--- config.mk ---
export PLATFORM = sky130hd
export DESIGN_NAME = div_seq_ctrl
export DESIGN_NICKNAME = d
export VERILOG_FILES = /design/src/rtl/div_seq_ctrl.sv
export SDC_FILE = /design/constraint.sdc
export NUM_CORES = 1
export LEC_CHECK = 0
export ABC_CLOCK_PERIOD_IN_PS = 13000
export BUFFER_PORTS_ARGS = -buffer_cell sky130_fd_sc_hd__buf_2
export CAP_MARGIN = 5
export CORE_UTILIZATION = 40
export CTS_CLUSTER_DIAMETER = 50
export DETAILED_ROUTE_END_ITERATION = 8
export PLACE_DENSITY = 0.67
export SYNTH_ARGS = -nofsm -noshare
export SYNTH_HDL_FRONTEND = slang
export SYNTH_SLANG_ARGS = --single-unit
--- constraint.sdc ---
create_clock -name clk -period 13 [get_ports clk]
set_clock_uncertainty 0.15 [all_clocks]
set_input_delay 0.65 -clock clk [delete_from_list [all_inputs] [get_ports clk]]
set_output_delay 0.65 -clock clk [all_outputs]
set_load 0.005 [all_outputs]
--- src/rtl/div_seq_ctrl.sv ---
// Sequential 32-bit restoring divider controller for the EX stage (DIV/DIVU).
// One quotient bit per cycle; stalls the pipeline until the result is ready.
module div_seq_ctrl (
    input  logic        clk,
    input  logic        rst,
    input  logic        start,
    input  logic        signed_div,
    input  logic [31:0] opa,
    input  logic [31:0] opb,
    input  logic        annul,
    output logic        stall_req,
    output logic        ready,
    output logic [31:0] hi_out,
    output logic [31:0] lo_out
);

    typedef enum logic [1:0] {IDLE, DIVZERO, ON, END} state_t;

    state_t      state;
    logic [5:0]  cnt;
    logic [64:0] rq;
    logic [31:0] dvs;
    logic        sign_q;
    logic        sign_r;
    logic [64:0] rq_next;

    // |x| of a two's complement word; 0x80000000 maps to itself, read as unsigned.
    function automatic logic [31:0] abs32(input logic [31:0] x);
        return x[31] ? (~x + 32'd1) : x;
    endfunction

    function automatic logic [31:0] cond_neg(input logic [31:0] x, input logic neg);
        return neg ? (~x + 32'd1) : x;
    endfunction

    // One restoring step: upper 33 bits hold the partial remainder, lower 32 the quotient.
    function automatic logic [64:0] div_step(input logic [64:0] r, input logic [31:0] d);
        logic [64:0] sh;
        sh = {r[63:0], 1'b0};
        if (sh[64:32] >= {1'b0, d}) begin
            sh[64:32] = sh[64:32] - {1'b0, d};
            sh[0]     = 1'b1;
        end
        return sh;
    endfunction

    always_comb begin
        rq_next = div_step(rq, dvs);
    end

    assign stall_req = ((state == IDLE) && start && !annul) || (state == ON) || (state == DIVZERO);

    always_ff @(posedge clk) begin
        if (rst) begin
            state  <= IDLE;
            cnt    <= 6'd0;
            rq     <= 65'd0;
            dvs    <= 32'd0;
            sign_q <= 1'b0;
            sign_r <= 1'b0;
            ready  <= 1'b0;
            hi_out <= 32'd0;
            lo_out <= 32'd0;
        end else begin
            ready <= 1'b0;
            case (state)
                IDLE: begin
                    if (start && !annul) begin
                        rq     <= {33'd0, signed_div ? abs32(opa) : opa};
                        dvs    <= signed_div ? abs32(opb) : opb;
                        sign_q <= signed_div & (opa[31] ^ opb[31]);
                        sign_r <= signed_div & opa[31];
                        cnt    <= 6'd0;
                        state  <= (opb == 32'd0) ? DIVZERO : ON;
                    end
                end
                DIVZERO: begin
                    if (annul) begin
                        state <= IDLE;
                    end else begin
                        hi_out <= 32'd0;
                        lo_out <= 32'd0;
                        ready  <= 1'b1;
                        state  <= END;
                    end
                end
                ON: begin
                    if (annul) begin
                        state <= IDLE;
                    end else begin
                        rq  <= rq_next;
                        cnt <= cnt + 6'd1;
                        if (cnt == 6'd31) begin
                            lo_out <= cond_neg(rq_next[31:0], sign_q);
                            hi_out <= cond_neg(rq_next[63:32], sign_r);
                            ready  <= 1'b1;
                            state  <= END;
                        end
                    end
                end
                END: begin
                    state <= IDLE;
                end
                default: begin
                    state <= IDLE;
                end
            endcase
        end
    end

endmodule

==> impl_results.md <==
- Buffer cell driving the clock tree root: sky130_fd_sc_hd__clkbuf_16
- Estimated wirelength of the detail-placed design: 28420 um
- Count of antenna-violating nets left after detailed routing: 0
- Number of H-tree levels: 4
- Number of nets produced by synthesis: 1673
- Switching component of the power: 0.9535 mW
- Fraction of final layout cells sized beyond drive strength 1: 12.77%
- Synthesis warning total: 0
- Cells resized by post-CTS repair: 0
- Post-layout net count: 1741
- Number of synthesized flops with an enable pin: 0
- Capture point of the worst reg-to-reg path: hi_out[24]$_SDFFE_PP0P_
- Die Span X: 171.7 um
- Relative contribution of the clock network to total power: 26.2%
- Headroom to the max-slew limit: 33.30%
- Cell taking the most area after synthesis: sky130_fd_sc_hd__dfxtp_1
- Startpoint-to-endpoint class of the critical path: register to register
- Final count of negative-setup-slack endpoints: 0
- Combinational share of power: 45.3%
- Part of the power in registers: 28.5%
- Stages on worst setup path: 17
- Fin area: 0.01300 mm2
- Number of clock sinks: 171
- Number of buffers added by the clock tree synthesis step: 17
- Register-to-register setup slack: 7900 ps
- Detailed-route via count: 11464
- Post-synthesis sequential area ratio: 29.71%
- Final cell count without fillers: 2022
- Via density per instance: 5.670
- Number of distinct library cell variants in the gate-level netlist after synthesis: 81
- Kind of cell adding the most delay to the critical path: simple AND/OR/NAND/NOR gates
- Share of the synthesized area in the top cell type: 29.71%
- Max cap viols: 0
- Global-route wire length before repair: 58600 um
- Residual DRC: 0
- Dominant cell by count in the synthesized netlist: sky130_fd_sc_hd__nand2_1
- Routed len/inst: 18.53 um
- CP max stage cell: sky130_fd_sc_hd__nor4_1
- Power density of the placed cells: 164.0 mW/mm2
- Number of hold buffers added after cts: 0
- Aggregate negative setup slack: 0 ps
- Result of the run: completed
- RSZ-0062 raised after global routing: false
- Global placer's final weighted congestion: 0.9890
- Cell area after synthesis: 0.01152 mm2
- Placeable core region: 0.02809 mm2
- Number of placed instances with taps included: 1990
- Total wirelength of the detailed-routed design: 37470 um
- GRT Total Usage: 25.81%
- Leakage power figure: 5.053 nW
- Post-synthesis cell count: 1563
- Cell-internal power: 1.178 mW
- Effective utilization at floorplan: 41.02%
- Utilization after layout: 46.28%
- Number of fill cells in the layout: 2869
- Cells taking the most area after synthesis: sky130_fd_sc_hd__dfxtp_1 (30%), sky130_fd_sc_hd__nand2_1 (7.9%), sky130_fd_sc_hd__nor2_1 (5.9%)
- Worst Setup SP: rq[41]$_SDFFE_PP0P_
- Worst Path Required: 13150 ps
- Most used DFF post-synth: sky130_fd_sc_hd__dfxtp_1
- IO Port Bufs: 134
- Critical Path Start Type: register
- End point of the critical path: hi_out[24]$_SDFFE_PP0P_
- Max Transition Viols Final: 0
- CTS tree: yes
- Share of the clock period used by the worst path after layout: 39.26%
- Number of failing hold endpoints at the final stage: 0
- Switching share of power: 44.74%
- Startpoint of the worst register-to-register path: rq[41]$_SDFFE_PP0P_
- Mean area per synthesized cell: 7.371 um2
- I/O pin total: 135
- Total iterations of the first detailed-routing run: 5
- Synth async-reset ratio: 0%
- Worst-path clk slew: 80 ps
- Cell-by-cell trace of the critical path: ha_1 -> nand4_2 -> nor4_1 -> a31o_1 -> a221oi_2 -> o21ai_4 -> buf_4 -> mux2i_1 -> ha_1 -> nand2b_1 -> nor4_1 -> and3_1 -> a21oi_2 -> or2_1 -> o41a_1 -> xnor2_1 -> o21ai_1
- Upper clock frequency limit: 0.1960 GHz
- Endpoint class of the critical path: register
- Max FO, Critical Path: 38
- Count of buffering cells on the critical path with inverters included: 1
- Biggest cell delay along the critical path: 560 ps
- Worst vdd rail ir drop: 0.1040 mV
- Maximum number of pins on one net before global-route repair: 71
- Number of global-route vias before repair: 10554
- Floorplan die area: 0.02949 mm2
- Arrival time worst endpoint: 5250 ps
- Clock Tree Buf Depth: 2
- Initial detailed-routing violation count: 909
- Area added between synthesis and finish: 12.84%
- Min-Delay Path Depth: 2
- Sum of overflow across all layers after global routing: 0
- Antenna fix cells: 0
- Worst hold-check slack: 301.1 ps
- Setup fix buffers added after clock tree synthesis: 0
- Depth of the most critical reg-to-reg path: 17
- Worst-margin pin slew: 999.4 ps
- Minimum clock period after layout: 5103 ps
- Worst-skew pair later-pin latency: 440 ps
- Number of antenna violations at the first check in global routing: 2
- Total cell area at the placement stage: 0.01237 mm2
- Number of storage elements in the synthesis netlist: 171
- Class of the most critical hold timing path: register to register
- Most numerous cell types in the synthesized netlist: sky130_fd_sc_hd__nand2_1 (243), sky130_fd_sc_hd__nor2_1 (182), sky130_fd_sc_hd__dfxtp_1 (171), sky130_fd_sc_hd__a21oi_1 (121), sky130_fd_sc_hd__o21ai_0 (120)
- Cell row count: 61
- Chip Height: 171.7 um
## kinds of logic (layout without fill, tap and decap cells)
| kind of cell | count (synthesis) | after routing | synth area share, % |
|---|---|---|---|
| buffers and inverters | 151 | 232 | 5.300 |
| xor gates and xnor gates | 136 | 136 | 10.34 |
| DFF | 171 | 171 | 29.71 |
| adders and majority gates | 41 | 41 | 4.518 |
| and+or+nand+nor | 603 | 603 | 24.08 |
| muxes | 17 | 17 | 1.488 |
| AOI/OAI and AO/OA | 444 | 444 | 24.57 |
## worst min-delay path, stage by stage (launching register included)
cell,delay [ps]
sky130_fd_sc_hd__dfxtp_1,320
sky130_fd_sc_hd__nand2_1,40
sky130_fd_sc_hd__o21ai_0,50
## per-layer routing
layer | GRT usage, % | share of wire, %
met5 | 0 | 0.080
met2 | 37.60 | 42
met4 | 7.104 | 1.6
met3 | 5.315 | 8.2
met1 | 37.86 | 48
## worst min-delay path by stage
stage	from	endpoint	slack (ps)
3_5_place_dp	hi_out[23]$_SDFFE_PP0P_	hi_out[23]$_SDFFE_PP0P_	290
4_1_cts	hi_out[23]$_SDFFE_PP0P_	hi_out[23]$_SDFFE_PP0P_	310
3_3_place_gp	hi_out[23]$_SDFFE_PP0P_	hi_out[23]$_SDFFE_PP0P_	280
6_report	hi_out[23]$_SDFFE_PP0P_	hi_out[23]$_SDFFE_PP0P_	300
5_1_grt	lo_out[27]$_SDFFE_PP0P_	lo_out[27]$_SDFFE_PP0P_	320
2_1_floorplan	dvs[12]$_SDFFE_PP0P_	dvs[12]$_SDFFE_PP0P_	280
## area by class of cell
cell class | instances | area (um2) | area share (%)
Inverter | 55 | 206.4 | 1.588
Clock inverter | 14 | 195.2 | 1.501
Sequential cell | 171 | 3423 | 26.33
Multi-Input combinational cell | 1241 | 7507 | 57.75
Tap cell | 378 | 473.0 | 3.638
Timing Repair Buffer | 145 | 755.7 | 5.813
Clock buffer | 18 | 439.2 | 3.378
## state kept, by name, indices dropped and copies added (netlist names)
register,cells
sign_r,1
dvs,32
rq,64
hi_out,32
state,2
lo_out,32
cnt,6
sign_q,1
ready,1
## power by group through the flow
stage | sequential (mW) | combinational, mW | clock, mW
6_report | 0.608 | 0.965 | 0.558
5_1_grt | 0.614 | 1.07 | 0.586
4_1_cts | 0.607 | 0.954 | 0.562
3_5_place_dp | 0.619 | 0.950 | 0
3_3_place_gp | 0.617 | 0.953 | 0
2_1_floorplan | 0.603 | 0.706 | 0
## cell usage in the layout (no fill, tap or decap), types with 10 or more instances in the layout
master	Yosys	final
sky130_fd_sc_hd__mux2i_1	16	16
sky130_fd_sc_hd__a211oi_1	29	29
sky130_fd_sc_hd__a21o_1	10	10
sky130_fd_sc_hd__nand3_1	20	20
sky130_fd_sc_hd__o21ai_0	120	120
sky130_fd_sc_hd__nand4_1	13	13
sky130_fd_sc_hd__o41ai_1	13	13
sky130_fd_sc_hd__buf_2	17	133
sky130_fd_sc_hd__xor2_1	58	58
sky130_fd_sc_hd__nand2_1	243	243
sky130_fd_sc_hd__nor2_1	182	180
sky130_fd_sc_hd__xnor2_1	78	78
sky130_fd_sc_hd__a31oi_1	13	13
sky130_fd_sc_hd__dfxtp_1	171	171
sky130_fd_sc_hd__nor2b_1	16	16
sky130_fd_sc_hd__inv_1	54	54
sky130_fd_sc_hd__buf_4	2	12
sky130_fd_sc_hd__o31ai_1	17	17
sky130_fd_sc_hd__a21oi_1	121	121
sky130_fd_sc_hd__clkbuf_16	0	17
sky130_fd_sc_hd__ha_1	40	39
sky130_fd_sc_hd__nor3_1	26	26
sky130_fd_sc_hd__or3_1	20	20
sky130_fd_sc_hd__or4_1	11	11
sky130_fd_sc_hd__a22oi_1	56	56
sky130_fd_sc_hd__nor4_1	18	17
## through the flow
step	setup WS, ps	power [mW]
after floorplan	8670	1.309
after detailed placement	7911	1.569
after global placement	8069	1.570
after global routing	7404	2.266
final	7897	2.131
after CTS	7882	2.122
(Power assumes the default switching activity.)
